==> config.mk <==
export PLATFORM = sky130hd
export DESIGN_NAME = tmr_vote_ctrl
export DESIGN_NICKNAME = d
export VERILOG_FILES = /design/src/rtl/tmr_vote_ctrl.sv
export SDC_FILE = /design/constraint.sdc
export NUM_CORES = 1
export LEC_CHECK = 0
export ABC_CLOCK_PERIOD_IN_PS = 3120
export CORE_ASPECT_RATIO = 1.1
export CORE_UTILIZATION = 45
export DETAILED_ROUTE_END_ITERATION = 6
export PLACE_DENSITY_LB_ADDON = 0.2
export SYNTH_ARGS = -nofsm -noshare
export SYNTH_HDL_FRONTEND = slang
export SYNTH_SLANG_ARGS = --single-unit
==> constraint.sdc <==
create_clock -name clk -period 3.12 [get_ports clk]
set_clock_uncertainty 0.1 [all_clocks]
set_input_delay 0.624 -clock clk [delete_from_list [all_inputs] [get_ports clk]]
set_output_delay 0.624 -clock clk [all_outputs]
set_load 0.05 [all_outputs]
==> src/rtl/tmr_vote_ctrl.sv <==
// tmr_vote_ctrl: sequencing controller for a three-channel 2-bit majority voter.
// Votes one triplicated sample per in_valid strobe with one cycle of latency.
// Tracks consecutive dissents per channel, retires a persistently dissenting
// channel (TRIPLE -> DUAL) and latches FAIL when the two survivors disagree.
module tmr_vote_ctrl #(
   parameter int unsigned THRESH = 3
) (
   input  logic       clk,
   input  logic       rst,
   input  logic       in_valid,
   input  logic [1:0] a,
   input  logic [1:0] b,
   input  logic [1:0] c,
   input  logic       clear,
   output logic       out_valid,
   output logic [1:0] major,
   output logic [1:0] flags,
   output logic [2:0] fault_mask,
   output logic [1:0] mode,
   output logic       err
);

   localparam int unsigned     CW       = $clog2(THRESH + 1);
   localparam logic [CW-1:0]   THRESH_C = CW'(THRESH);

   typedef enum logic [1:0] {
      MODE_TRIPLE = 2'b00,
      MODE_DUAL   = 2'b01,
      MODE_FAIL   = 2'b10
   } mode_e;

   localparam logic [1:0] FLAGS_ALL  = 2'b11;
   localparam logic [1:0] FLAGS_TWO  = 2'b10;
   localparam logic [1:0] FLAGS_NONE = 2'b00;

   mode_e         mode_q, mode_d;
   logic [2:0]    mask_q, mask_d;
   logic [CW-1:0] cnt_q [3];
   logic [CW-1:0] cnt_d [3];
   logic          out_valid_q, out_valid_d;
   logic [1:0]    major_q, major_d;
   logic [1:0]    flags_q, flags_d;
   logic          err_q, err_d;

   // Triple-rule vote: value, agreement flags and the one-hot dissenting channel.
   logic [1:0] tri_major;
   logic [1:0] tri_flags;
   logic [2:0] tri_dissent;

   // Dual-rule vote: the two channels still in service.
   logic [1:0] dual_x;
   logic [1:0] dual_y;
   logic       dual_ok;

   // Combinational triple-redundant vote on the raw inputs.
   always_comb begin
      // NOTE: every always_comb output gets a default first so no path leaves it unassigned and infers a latch.
      tri_major   = 2'b00;
      tri_flags   = FLAGS_NONE;
      tri_dissent = 3'b000;
      if ((a == b) && (b == c)) begin
         tri_major = a;
         tri_flags = FLAGS_ALL;
      end else if (a == b) begin
         tri_major   = a;
         tri_flags   = FLAGS_TWO;
         tri_dissent = 3'b100;
      end else if (a == c) begin
         tri_major   = a;
         tri_flags   = FLAGS_TWO;
         tri_dissent = 3'b010;
      end else if (b == c) begin
         tri_major   = b;
         tri_flags   = FLAGS_TWO;
         tri_dissent = 3'b001;
      end
   end

   // Select the two healthy channels once one has been retired.
   always_comb begin
      dual_x = a;
      dual_y = b;
      unique case (mask_q)
         3'b001:  begin dual_x = b; dual_y = c; end
         3'b010:  begin dual_x = a; dual_y = c; end
         default: begin dual_x = a; dual_y = b; end
      endcase
      dual_ok = (dual_x == dual_y);
   end

   // Next-state logic: mode transitions, dissent counters and registered vote.
   always_comb begin
      mode_d      = mode_q;
      mask_d      = mask_q;
      cnt_d       = cnt_q;
      out_valid_d = 1'b0;
      major_d     = major_q;
      flags_d     = flags_q;
      // Outside a sample, err only persists once FAIL has latched.
      err_d       = (mode_q == MODE_FAIL);

      if (clear) begin
         // Recovery wins over a coincident sample, which is dropped.
         mode_d = MODE_TRIPLE;
         mask_d = 3'b000;
         err_d  = 1'b0;
         for (int i = 0; i < 3; i++) cnt_d[i] = '0;
      end else if (in_valid) begin
         out_valid_d = 1'b1;
         unique case (mode_q)
            MODE_TRIPLE: begin
               major_d = tri_major;
               flags_d = tri_flags;
               if (tri_flags == FLAGS_NONE) begin
                  err_d = 1'b1;
               end else begin
                  // Agreement clears a channel's run; only the lone dissenter counts up.
                  for (int i = 0; i < 3; i++) begin
                     if (tri_dissent[i]) begin
                        if (cnt_q[i] != THRESH_C) cnt_d[i] = cnt_q[i] + CW'(1);
                        if (cnt_d[i] == THRESH_C) begin
                           mask_d[i] = 1'b1;
                           mode_d    = MODE_DUAL;
                        end
                     end else begin
                        cnt_d[i] = '0;
                     end
                  end
               end
            end
            MODE_DUAL: begin
               if (dual_ok) begin
                  major_d = dual_x;
                  flags_d = FLAGS_TWO;
               end else begin
                  major_d = 2'b00;
                  flags_d = FLAGS_NONE;
                  mode_d  = MODE_FAIL;
                  err_d   = 1'b1;
               end
            end
            default: begin
               major_d = 2'b00;
               flags_d = FLAGS_NONE;
               mode_d  = MODE_FAIL;
               err_d   = 1'b1;
            end
         endcase
      end
   end

   // State register with asynchronous reset.
   always_ff @(posedge clk or posedge rst) begin
      if (rst) begin
         mode_q      <= MODE_TRIPLE;
         mask_q      <= 3'b000;
         out_valid_q <= 1'b0;
         major_q     <= 2'b00;
         flags_q     <= FLAGS_NONE;
         err_q       <= 1'b0;
         for (int i = 0; i < 3; i++) cnt_q[i] <= '0;
      end else begin
         // NOTE: non-blocking assignments so every flop samples pre-edge values regardless of statement order.
         mode_q      <= mode_d;
         mask_q      <= mask_d;
         out_valid_q <= out_valid_d;
         major_q     <= major_d;
         flags_q     <= flags_d;
         err_q       <= err_d;
         for (int i = 0; i < 3; i++) cnt_q[i] <= cnt_d[i];
      end
   end

   // Output drive straight from the registers.
   always_comb begin
      out_valid  = out_valid_q;
      major      = major_q;
      flags      = flags_q;
      fault_mask = mask_q;
      mode       = mode_q;
      err        = err_q;
   end

endmodule

# ---- Word-level counts from Yosys, hierarchy flattened
# Cells that the tools add are included.
dict set report totals {
  regBits 17
  inputBits 10
  out_inout_bits 11
  word_cells 121
}
dict set report classes {
  addsub 3
  n_eq_ne 17
  muxes 71
  bitwise_logic 1
  reduce_logical 18
}
# cell count
set op_table {}
lappend op_table {{$mux 2} 44}
lappend op_table {{$mux 6} 4}
lappend op_table {{$mux 3} 6}
lappend op_table {{$reduce_bool 2->1} 8}
lappend op_table {{$reduce_and 5->1} 3}
lappend op_table {{$mux 1} 13}
lappend op_table {{$pmux 2 s2} 3}
lappend op_table {{$eq 2x2->1} 4}
lappend op_table {{$eq 2x2->1 const B} 4}
lappend op_table {{$ne 2x2->1 const B} 4}
lappend op_table {{$add 2x1->2 const B} 3}
lappend op_table {{$ne 3x3->1 const B} 2}
lappend op_table {{$reduce_and 3->1} 2}
lappend op_table {{$logic_not 2->1} 2}
lappend op_table {{$eq 3x1->1 const B} 1}
lappend op_table {{$eq 3x2->1 const B} 1}
lappend op_table {{$eq 2x1->1 const B} 1}
lappend op_table {{$pmux 1 s2} 1}
lappend op_table {{$reduce_and 2->1} 1}
lappend op_table {{$reduce_or 2->1} 1}
lappend op_table {{$logic_and 1x1->1} 1}
lappend op_table {{$not 1->1} 1}

# ---- Depth between registers and ports, before layout
# Gate-level depths: netlist (run 1).
dict set report logic_depth {
  depth_word 21
  ltp_mapped 6
}

# ---- Least setup slack after synthesis (run 1)
# Ideal clock, no wire load.
dict set report synth_path {
  path_type {input to register}
  startpoint {input port c[0]}
  endpoint {register cnt_q[1] (netlist name)}
  arrival_ns 1.805
  path_slack_ns 1.122
  cell_stages 6
  path_cell_list {buf_6 inv_4 o22ai_1 mux4_2 nand2b_4 a221oi_2}
}
dict set report synth_via {
  elab_chain_len 8
}
# element line_no
set synth_rtl {}
lappend synth_rtl {{from (decl)} 13} ;# input logic [1:0] c,
lappend synth_rtl {{$eq 2x2->1} {61, 72}}
lappend synth_rtl {{$mux 2 / $logic_and 1x1->1 (equally long branches)} {72, 61}}
lappend synth_rtl {{$mux 2 / $mux 3 (equally long branches)} {68, 61}}
lappend synth_rtl {{$mux 2, on equally long branches} {64, 119}}
lappend synth_rtl {{$mux 2 / $mux 6 (equally long branches)} {61, 114}}
lappend synth_rtl {{$logic_not 2->1 / $mux 6 (equally long branches)} {114, 110}}
lappend synth_rtl {{$ne 2x2->1 (no source line) / $mux 6 (equally long branches)} -}
lappend synth_rtl {{$reduce_and 3->1 (no source line) / $mux 6 (equally long branches)} -}
lappend synth_rtl {{to (decl)} 38} ;# logic [CW-1:0] cnt_q [3];
# Several ways; a longest one is shown, not always the timed one. The select of a mux whose other input is x is not followed.
# A chain may end at the register's enable or synchronous reset.

# ---- Final worst setup path (run 1)
dict set report layout_path {
  startpoint {input port a[1]}
  endpoint {register mode_q[0], in the netlist mode[0]}
}
dict set report layout_via {
  elab_chain_len 13
}
# element line_no
set layout_rtl {}
lappend layout_rtl {{from (decl)} 11} ;# input logic [1:0] a,
lappend layout_rtl {{$eq 2x2->1} 68} ;# end else if (a == c) begin
lappend layout_rtl {{$mux 2} 68}
lappend layout_rtl {{$mux 3} 64} ;# end else if (a == b) begin
lappend layout_rtl {{$mux 3} 61} ;# if ((a == b) && (b == c)) begin
lappend layout_rtl {{$mux 2} 119} ;# if (tri_dissent[i]) begin
lappend layout_rtl {{$mux 2} 121} ;# if (cnt_d[i] == THRESH_C) begin
lappend layout_rtl {{$mux 2} 119}
lappend layout_rtl {{$mux 2} 121}
lappend layout_rtl {{$mux 2} 119}
lappend layout_rtl {{$mux 2} 114} ;# if (tri_flags == FLAGS_NONE) begin
lappend layout_rtl {{$pmux 2 s2} 110} ;# unique case (mode_q)
lappend layout_rtl {{$mux 2} 108} ;# end else if (in_valid) begin
lappend layout_rtl {{$mux 2} 102} ;# if (clear) begin
lappend layout_rtl {{to (signal assigned)} 164} ;# mode_q <= mode_d;
lappend layout_rtl {{to (decl)} 36} ;# mode_e mode_q, mode_d;
# Several ways; a longest one is shown, not always the timed one. The select of a mux whose other input is x is not followed.

==> summary.log, run 1 <==
INFO  timing         finalCritPeriodShare=77.6%
INFO  pwr            vdd_ir_drop_max=248µV
INFO  worst_setup_path cp_max_fo=8
INFO  pwr            p_total=561µW
INFO  detailed_routing dr.pass1.iters=4
INFO  worst_setup_path setup.worst_path.class=in -> reg
INFO  die            width_of_the_chip=52.3µm
INFO  detailed_routing violation_count_after_the_first_detailed_routing_iteration=28
INFO  place          post-place-ws=0.406ns
INFO  timing         setup_violations_final=0
INFO  clock_network  cts_tree=built
INFO  worst_setup_path path_cells=clkdlybuf4s50_1 > xor2_1 > o211ai_1 > o22a_1 > a31o_1 > a21oi_1
INFO  die            core_area=0.00257mm²
INFO  worst_setup_path critical_path.top_delay_family=compound AO/OA/AOI/OAI gates
INFO  place          gp_routability_congestion=0.834
INFO  clock_network  cts.sink_count=17
INFO  synth          dominantRegCellSynth=dfrtp_1
INFO  timing         slew_headroom=55.2%
INFO  die            number_of_ports_placed_on_the_die_boundary=21
INFO  die            core.rowCount=19
INFO  timing         timing_max_transition_violations_final=0
INFO  global_routing wire_length_of_the_first_global_routing_pass=4830µm
INFO  finish         antennaDiodeCount=0
INFO  clock_network  root_buffer=clkbuf_4
INFO  place          portBuffers=20
INFO  detailed_routing drc=0
INFO  synth          ys_types=48
INFO  finish         final_net_count=164
INFO  global_routing globalRouteTotalUtil=21.7%
INFO  synth          synthArstFlopShare=100%
INFO  clock_network  tritoncts.num_buffers=3
INFO  timing         grt_setup_unrepaired=no
INFO  timing         worst-slew-pin-transition=0.671ns
INFO  clock_network  cts_resized=0
INFO  run            drv.max_cap_violation_count=0
INFO  synth          synthMostInstantiatedCell=dfrtp_1
INFO  place          dpl-instance-area=0.00143mm²
INFO  die            starting_density_of_the_core=48.8%
INFO  synth          post_synth_inst_count=137
INFO  worst_setup_path required=3.24ns
INFO  global_routing final_global_route_overflow_total=0
INFO  synth          yosys.area.top_type=dfrtp_1
INFO  timing         report.final.hold_viol_count=0
INFO  detailed_routing vias=1138
INFO  place          detailedPlacementHpwl=2210µm
INFO  die            floorplan.die_area=0.00300mm²
INFO  clock_network  clk_latency=0.30ns
INFO  global_routing grt_start_max_net_pins=18
INFO  synth          yosys_register_bits=17
INFO  clock_network  htree_levels=1
INFO  worst_setup_path critical_path.max_stage_delay=0.66ns
INFO  detailed_routing wl=2940µm
INFO  worst_setup_path timing.critical_path.arrival=2.54ns
INFO  detailed_routing routed_via_density=6.18
INFO  pwr            leakage=0.000554µW
INFO  timing         worst_slack=0.700ns
INFO  pwr            powerDensity=386mW/mm²
INFO  synth          syn-num-nets=147
INFO  worst_setup_path reg2reg_setup_slack=1.15ns
INFO  worst_setup_path cp_slowest_cell=clkdlybuf4s50_1
INFO  finish         area_delta_synth_final=16.0%
INFO  clock_network  ctsLongestPathBuffers=2
INFO  synth          synth_area_per_cell=9.14µm²
INFO  timing         max_clock_freq=413MHz
INFO  global_routing first_global_vias=1059
INFO  status         status=completed
INFO  detailed_routing final_antenna_net_count=0
INFO  finish         layout-drive-gt1-share=10.5%
INFO  synth          synth_sequential_area_ratio=34.0%
INFO  synth          synth_warnings=0
INFO  worst_setup_path worstSetupEndpointType=flop
INFO  finish         fin_area=0.00145mm²
INFO  detailed_routing average_wire_per_standard_cell=16.0µm
INFO  clock_network  cts_setup_buffers=0
INFO  synth          synth-edff-count=0
INFO  synth          post_synth_instance_area=0.00125mm²
INFO  worst_setup_path cp_num_buf_inv=1
INFO  synth          netlist_top_cells_count=17 x dfrtp_1, 15 x nand2_1, 9 x inv_1
INFO  clock_network  holdBufCountCts=0
INFO  synth          synth.top_cells.by_area=dfrtp_1 34%, nand2_1 4.5%, xor2_1 4.2%, a221oi_2 3.6%, buf_6 3.6%
INFO  synth          post_synth_top_area_share=34.0%
INFO  worst_setup_path setup.worst_path.start_class=input pin
INFO  min_path       timing.hold.worst.class=reg -> reg
INFO  timing         setup-tns-final=0ns
INFO  die            chipHeight=57.3µm
INFO  clock_network  clkTransAtPathRegs=0.10ns
INFO  global_routing antenna_found_initial=0
INFO  timing         final_period_minus_worst_setup_slack=2.42ns
-- metrics by stage --
step	hold WS, ns	cells	utilization (%)
CTS	0.434	184	56.6
finish	0.433	184	56.6
global route	0.457	184	56.6
floorplan	0.420	137	-
global placement	0.414	180	55.6
detailed placement	0.412	180	55.6
-- power by group --
| part | total (µW) | internal (µW) | switching [µW] |
|---|---|---|---|
| Clock | 122 | 49.9 | 72.3 |
| Sequential | 242 | 233 | 9.25 |
| Combinational | 196 | 71.2 | 125 |
| Total | 561 | 354 | 207 |
-- flip-flops by register name, indices dropped and copies added, names as in the netlist --
name,count
cnt_q,6
fault_mask,3
flags,2
major,2
mode,2
err,1
out_valid,1
-- per-layer routing --
layer | share of wire [%] | wire [µm] | track usage [%] | up-vias
met5 | 0 | 0 | 0 | -
met4 | 1.0 | 30 | 5.64 | 0
met3 | 4.2 | 123 | 3.20 | 4
met2 | 50 | 1460 | 36.9 | 28
met1 | 45 | 1330 | 28.4 | 566
li1 | - | - | - | 540
-- worst paths after layout --
path                       depth (start not counted)            end  startpoint
max                                                6        mode[0]        a[1]
min                                                2       flags[0]    flags[0]
max reg2reg                                        4  fault_mask[1]     mode[1]
min reg2reg                                        2       flags[0]    flags[0]
max in group asynchronous                          2       flags[1]         rst
min in group asynchronous                          2        mode[1]         rst
-- layout make-up --
cell class	instances	area (µm²)
sequential	17	425
multi-input combinational	97	699
inverter	14	55.1
fill	244	1110
timing repair buffer	21	208
clock buffer	4	26.3
tap	31	38.8
-- worst register-to-register path: stages (launching register included) --
cell and delay (ns):
dfrtp_1 0.46, nor2_1 0.51, nand2_1 0.23, o21bai_4 0.26, o41ai_1 0.31
-- kinds of logic after synthesis --
kind of cell | after synthesis | share of synthesized area [%]
muxes | 5 | 5.09
xor gates and xnor gates | 8 | 5.59
AOI/OAI and AO/OA | 45 | 28.8
buffers and inverters | 23 | 10.2
and+or+nand+nor | 39 | 16.4
DFF | 17 | 34.0
-- layout by cell type, fill, tap and decap left out, types with 2 or more instances in the layout --
cell type / instances
clkdlybuf4s50_1: 20
dfrtp_1: 17
nand2_1: 15
inv_1: 9
xor2_1: 6
a21oi_1: 6
o22ai_1: 5
nor2_1: 5
o21ai_0: 5
o211ai_1: 4
nor2b_1: 4
o2111ai_1: 4
clkinv_1: 3
a221oi_2: 3
a211o_1: 3
nor3_1: 3
mux2i_1: 3
clkbuf_4: 3
xnor2_1: 2
nor3b_1: 2
a222oi_1: 2
nand3_1: 2
a31oi_1: 2
Power figures use the tool's default switching activity.
==> run 2, diff against run 1 <==
--- a/config.mk
+++ b/config.mk
@@ -5,7 +5,7 @@
 export SDC_FILE = /design/constraint.sdc
 export NUM_CORES = 1
 export LEC_CHECK = 0
-export ABC_CLOCK_PERIOD_IN_PS = 3120
+export ABC_CLOCK_PERIOD_IN_PS = 2060
 export CORE_ASPECT_RATIO = 1.1
 export CORE_UTILIZATION = 45
 export DETAILED_ROUTE_END_ITERATION = 6
==> constraint.sdc (replaced) <==
create_clock -name clk -period 2.06 [get_ports clk]
set_clock_uncertainty 0.1 [all_clocks]
set_input_delay 0.412 -clock clk [delete_from_list [all_inputs] [get_ports clk]]
set_output_delay 0.412 -clock clk [all_outputs]
set_load 0.05 [all_outputs]
==> run 2 against run 1 <==
Compared with the run above: clock power grew 50%; first-iteration DRC count up 3.6%; combinational power rose by 82%; global-route usage is 2.1 points higher; flip-flop and latch count is the same; sequential share of layout area fell by 3.4 points; sequential power up 51%; final area is 13% higher; setup slack worse by 0.63 ns; die area did not move; routed wire length rose by 7.6%; critical path type unchanged; critical endpoint is now cnt_q[5]; highest routed layer unchanged.
==> summary.log, run 2 (same netlist as run 1, synthesis figures left out) <==
INFO  worst_setup_path required=2.16ns
INFO  worst_setup_path timing.critical_path.depth=5
INFO  worst_setup_path worstSetupEndpointType=flop
INFO  detailed_routing vias=1212
INFO  worst_setup_path reg2reg_setup_slack=0.24ns
INFO  pwr            sw_frac_of_total=35.9%
INFO  timing         setup_violations_final=0
INFO  clock_network  cts.sink_count=17
INFO  status         status=completed
INFO  pwr            leakage=0.000699µW
INFO  detailed_routing violation_count_after_the_first_detailed_routing_iteration=29
INFO  detailed_routing wl=3160µm
INFO  clock_network  cts_setup_buffers=0
INFO  clock_network  clkTransAtPathRegs=0.10ns
INFO  detailed_routing final_antenna_net_count=0
INFO  pwr            share_seq_of_total_power=40.3%
INFO  finish         antennaDiodeCount=0
INFO  detailed_routing average_wire_per_standard_cell=15.0µm
INFO  finish         largest_register=cnt_q
INFO  global_routing antenna_found_initial=0
INFO  timing         fin_worst_hold_slack=0.315ns
INFO  die            number_of_ports_placed_on_the_die_boundary=21
INFO  global_routing final_global_route_overflow_total=0
INFO  finish         seq_area=425µm²
INFO  worst_setup_path cp_slowest_cell=clkdlybuf4s50_1
INFO  global_routing wire_length_of_the_first_global_routing_pass=5300µm
INFO  clock_network  root_buffer=clkbuf_4
INFO  min_path       timing.hold.worst.class=in -> async
INFO  clock_network  cts_tree=built
INFO  worst_setup_path setup.worst_path.start_class=input pin
INFO  timing         final_period_minus_worst_setup_slack=1.99ns
INFO  timing         setup-tns-final=0ns
INFO  pwr            powerDensity=551mW/mm²
INFO  global_routing grt_start_max_net_pins=18
INFO  timing         grt_setup_unrepaired=no
INFO  die            chipHeight=57.3µm
INFO  run            drv.max_cap_violation_count=0
INFO  worst_setup_path path_cells=clkdlybuf4s50_1 > buf_4 > mux4_2 > nand2b_4 > a221oi_2
INFO  timing         report.final.hold_viol_count=0
INFO  global_routing globalRouteTotalUtil=23.8%
INFO  die            width_of_the_chip=52.3µm
INFO  worst_setup_path critical_path.max_stage_delay=0.60ns
INFO  finish         area_delta_synth_final=31.1%
INFO  worst_setup_path setup.worst_path.class=in -> reg
INFO  pwr            vdd_ir_drop_max=440µV
INFO  clock_network  tritoncts.num_buffers=3
INFO  place          gp_routability_congestion=0.955
INFO  die            floorplan.die_area=0.00300mm²
INFO  detailed_routing routed_via_density=5.77
INFO  worst_setup_path cp_max_fo=6
INFO  finish         final_net_count=190
INFO  die            starting_density_of_the_core=48.8%
INFO  timing         max_clock_freq=503MHz
INFO  worst_setup_path timing.critical_path.arrival=2.09ns
INFO  finish         final_common_cell=buf_4
INFO  timing         finalCritPeriodShare=96.5%
INFO  pwr            power.share.clock=20.2%
INFO  place          detailedPlacementHpwl=2410µm
INFO  clock_network  ctsLongestPathBuffers=2
INFO  detailed_routing drc=0
INFO  finish         layout_common_cells=31 x buf_4, 17 x dfrtp_1, 15 x nand2_1
INFO  clock_network  clk_latency=0.29ns
INFO  worst_setup_path critical_path.top_delay_family=buffers and inverters
INFO  timing         timing_max_transition_violations_final=0
INFO  pwr            combinational_group_share_of_total_power=39.5%
INFO  finish         multi_input_comb_area=699µm²
INFO  finish         n_fill_cell=237
INFO  worst_setup_path cp_num_buf_inv=2
INFO  die            core.rowCount=19
INFO  place          portBuffers=20
INFO  detailed_routing dr.pass1.iters=4
INFO  timing         slew_headroom=66.8%
INFO  pwr            p_switching=325µW
INFO  worst_setup_path r2r.worst_path.cells=6
INFO  die            core_area=0.00257mm²
INFO  clock_network  htree_levels=1
INFO  global_routing first_global_vias=1177
INFO  pwr            intPower=580µW
INFO  timing         worst-slew-pin-transition=0.496ns
INFO  finish         largest_reg_flops=6
INFO  finish         layout-drive-gt1-share=26.3%
[run 2: cell types whose count changed in the layout (fill, tap and decap cells not counted)]
| cell | delta |
|---|---|
| buf_4 | +30 |
| buf_12 | +1 |
| clkdlybuf4s50_1 | -10 |
| dlygate4sd2_1 | +5 |
[run 2: through the flow]
stage | instance area (µm²) | setup slack [ns] | std cells | util [%] | power [µW]
2_1_floorplan | 1250 | 0.127 | 137 | - | 593
3_3_place_gp | 1620 | -0.354 | 206 | 63.2 | 721
3_5_place_dp | 1620 | -0.449 | 206 | 63.2 | 729
4_1_cts | 1640 | 0.0784 | 210 | 63.9 | 909
5_1_grt | 1640 | 0.0210 | 210 | 63.9 | 960
6_report | 1640 | 0.0714 | 210 | 63.9 | 905
[run 2: worst paths after layout]
path	startpoint	to
min in group clk	flags[0]	flags[0]
min	rst	err
min reg2reg	flags[0]	flags[0]
max reg2reg	fault_mask[1]	flags[1]
max	a[0]	cnt_q[5]
max in group asynchronous	rst	fault_mask[1]
[run 2: layout make-up]
type / instances / share of cell area (%)
multi-input combinational: 97 / 42.6
inverter: 14 / 3.35
timing repair buffer: 47 / 24.2
clock buffer: 4 / 1.60
tap: 31 / 2.36
sequential: 17 / 25.9
[run 2: power groups by stage]
stage          Combinational (µW)  Clock [µW]  Sequential, µW
3_5_place_dp                  357           0             372
2_1_floorplan                 163           0             430
3_3_place_gp                  350           0             371
6_report                      357         183             365
5_1_grt                       381         211             368
4_1_cts                       357         187             365
[run 2: worst register-to-register path, stage by stage, from the launching register on]
cell,delay [ns]
dfrtp_1,0.46
a21oi_1,0.16
o21ai_0,0.16
a222oi_1,0.40
buf_4,0.19
nand3_1,0.10
a31oi_1,0.18
[run 2: timing repair]
action | 4_1_cts | 5_1_grt
resized for setup | 5 | 0
endpoints found under the setup margin | 11 | 0
hold buffers | 0 | 0
[run 2: layer usage]
metal,GRT usage [%],share of wire [%]
met2,40.1,51
met4,12.0,2.3
met5,0,0
met1,28.9,44
met3,3.47,2.6
==> run 3, diff against run 2 <==
--- a/config.mk
+++ b/config.mk
@@ -5,11 +5,11 @@
 export SDC_FILE = /design/constraint.sdc
 export NUM_CORES = 1
 export LEC_CHECK = 0
-export ABC_CLOCK_PERIOD_IN_PS = 2060
 export CORE_ASPECT_RATIO = 1.1
 export CORE_UTILIZATION = 45
 export DETAILED_ROUTE_END_ITERATION = 6
 export PLACE_DENSITY_LB_ADDON = 0.2
+export SKIP_CTS_REPAIR_TIMING = 1
 export SYNTH_ARGS = -nofsm -noshare
 export SYNTH_HDL_FRONTEND = slang
 export SYNTH_SLANG_ARGS = --single-unit
==> run 3 against run 2 <==
Compared with the run above: die area unchanged; worst hold slack got worse by 0.00082 ns; maximum frequency fell by 0.12%; highest routed layer unchanged.
==> summary.log, run 3 (same netlist as run 1, synthesis figures left out) <==
INFO  status         status=completed
INFO  worst_setup_path timing.critical_path.depth=5
INFO  worst_setup_path cp_max_fo=6
INFO  die            chipHeight=57.3µm
INFO  global_routing grt_use_met3=3.47%
INFO  worst_setup_path worstReg2RegEnd=flags[1]
INFO  worst_setup_path path_cells=clkdlybuf4s50_1 > buf_4 > mux4_2 > nand2b_4 > a221oi_2
INFO  timing         fin_worst_hold_slack=0.314ns
INFO  timing         grt_setup_unrepaired=no
INFO  place          detailedPlacementHpwl=2410µm
INFO  place          dpl-instance-area=0.00162mm²
INFO  worst_setup_path worstSetupEndpointType=flop
INFO  worst_setup_path cp_slowest_cell=clkdlybuf4s50_1
INFO  finish         final_common_cell=buf_4
INFO  clock_network  cts.sink_count=17
INFO  finish         antennaDiodeCount=0
INFO  detailed_routing wl=3170µm
INFO  clock_network  root_buffer=clkbuf_4
INFO  run            drv.max_cap_violation_count=0
INFO  timing         setup-tns-final=0ns
INFO  pwr            intPower=583µW
INFO  clock_network  ctsLongestPathBuffers=2
INFO  pwr            combinational_group_share_of_total_power=39.7%
INFO  worst_setup_path critical_path.top_delay_family=buffers and inverters
INFO  global_routing final_global_route_overflow_total=0
INFO  die            number_of_ports_placed_on_the_die_boundary=21
INFO  worst_setup_path rr_startpoint=fault_mask[1]
INFO  detailed_routing drc=0
INFO  pwr            p_switching=327µW
INFO  global_routing first_global_vias=1177
INFO  worst_setup_path reg2reg_setup_slack=0.24ns
INFO  place          gp_routability_congestion=0.955
INFO  worst_setup_path required=2.16ns
INFO  pwr            sw_frac_of_total=35.9%
INFO  die            core_area=0.00257mm²
INFO  clock_network  htree_levels=1
INFO  finish         final_net_count=190
INFO  clock_network  tritoncts.num_buffers=3
INFO  global_routing antenna_found_initial=0
INFO  detailed_routing average_wire_per_standard_cell=15.1µm
INFO  clock_network  clk_latency=0.29ns
INFO  timing         max_clock_freq=502MHz
INFO  global_routing grt_start_max_net_pins=18
INFO  global_routing gr_layer_usage_met1=28.9%
INFO  worst_setup_path cp_num_buf_inv=2
INFO  timing         worst-slew-pin-transition=0.496ns
INFO  detailed_routing dr.pass1.iters=4
INFO  pwr            vdd_ir_drop_max=441µV
INFO  clock_network  cts_tree=built
INFO  finish         largest_reg_flops=6
INFO  die            core.rowCount=19
INFO  global_routing globalRouteTotalUtil=23.8%
INFO  clock_network  clkTransAtPathRegs=0.10ns
INFO  die            floorplan.die_area=0.00300mm²
INFO  timing         finalCritPeriodShare=96.7%
INFO  worst_setup_path critical_path.max_stage_delay=0.59ns
INFO  worst_setup_path timing.critical_path.arrival=2.09ns
INFO  timing         timing_max_transition_violations_final=0
INFO  detailed_routing vias=1203
INFO  worst_setup_path r2r.worst_path.cells=6
INFO  detailed_routing routed_via_density=5.73
INFO  worst_setup_path setup.worst_path.start_class=input pin
INFO  timing         report.final.hold_viol_count=0
INFO  pwr            share_seq_of_total_power=40.1%
INFO  pwr            powerDensity=545mW/mm²
INFO  die            width_of_the_chip=52.3µm
INFO  global_routing wire_length_of_the_first_global_routing_pass=5300µm
INFO  detailed_routing final_antenna_net_count=0
INFO  finish         layout_common_cells=31 x buf_4, 17 x dfrtp_1, 15 x nand2_1
INFO  timing         final_period_minus_worst_setup_slack=1.99ns
INFO  finish         fin_area=0.00167mm²
INFO  worst_setup_path crit_path_start=a[0]
INFO  finish         layout-drive-gt1-share=26.8%
INFO  worst_setup_path setup.worst_path.class=in -> reg
INFO  global_routing global_route.peak_usage_layer=met2
INFO  die            starting_density_of_the_core=48.8%
INFO  pwr            leakage=0.000739µW
INFO  timing         setup_violations_final=0
INFO  finish         largest_register=cnt_q
INFO  detailed_routing violation_count_after_the_first_detailed_routing_iteration=29
INFO  place          portBuffers=20
INFO  timing         slew_headroom=66.8%
INFO  global_routing globalRouteMet2Util=40.1%
INFO  min_path       timing.hold.worst.class=in -> async
INFO  finish         area_delta_synth_final=33.2%
INFO  pwr            power.share.clock=20.1%
==> run 3: cell types whose count changed in the layout (fill, tap and decap cells not counted) <==
cell            delta
xor2_1             -1
xor2_2             +1
dlygate4sd2_1      -5
dlymetal6s2s_1     +5
==> run 3: worst max-delay path by stage <==
stage and endpoint:
3_5_place_dp cnt_q[5], 6_report cnt_q[5], 3_3_place_gp cnt_q[3], 2_1_floorplan flags[1]
5_1_grt cnt_q[5], 4_1_cts cnt_q[5]
==> run 3: layout make-up <==
cell class	count	area [µm²]
Timing Repair Buffer	47	415
Tap cell	31	38.8
Sequential cell	17	425
Fill cell	235	900
Clock buffer	4	26.3
Multi-Input combinational cell	97	707
Inverter	14	55.1
==> run 3: power by group through the flow <==
stage,Clock [µW],Sequential (µW),Combinational (µW)
after detailed placement,0,372,357
after global placement,0,371,350
after CTS,187,365,360
final,183,365,361
after global routing,211,368,384
after floorplan,0,430,163
==> run 3: per-stage QoR <==
| stage | setup slack [ns] | util (%) | std cells | total power, µW |
|---|---|---|---|---|
| after global routing | 0.0210 | 65.0 | 210 | 964 |
| after floorplan | 0.127 | - | 137 | 593 |
| final | 0.0690 | 65.0 | 210 | 910 |
| after global placement | -0.354 | 63.2 | 206 | 721 |
| after CTS | -0.145 | 64.2 | 210 | 913 |
| after detailed placement | -0.449 | 63.2 | 206 | 729 |
==> run 3: layer usage <==
layer  up-vias  share of wire (%)
met5         -                  0
met4         0                2.6
met3        11                3.2
met2        27                 51
met1       570                 43
li1        595                  -
==> run 3: tightest hold or removal path: stages <==
cell and delay [ns]:
clkdlybuf4s50_1 0.39, inv_1 0.05, buf_4 0.24
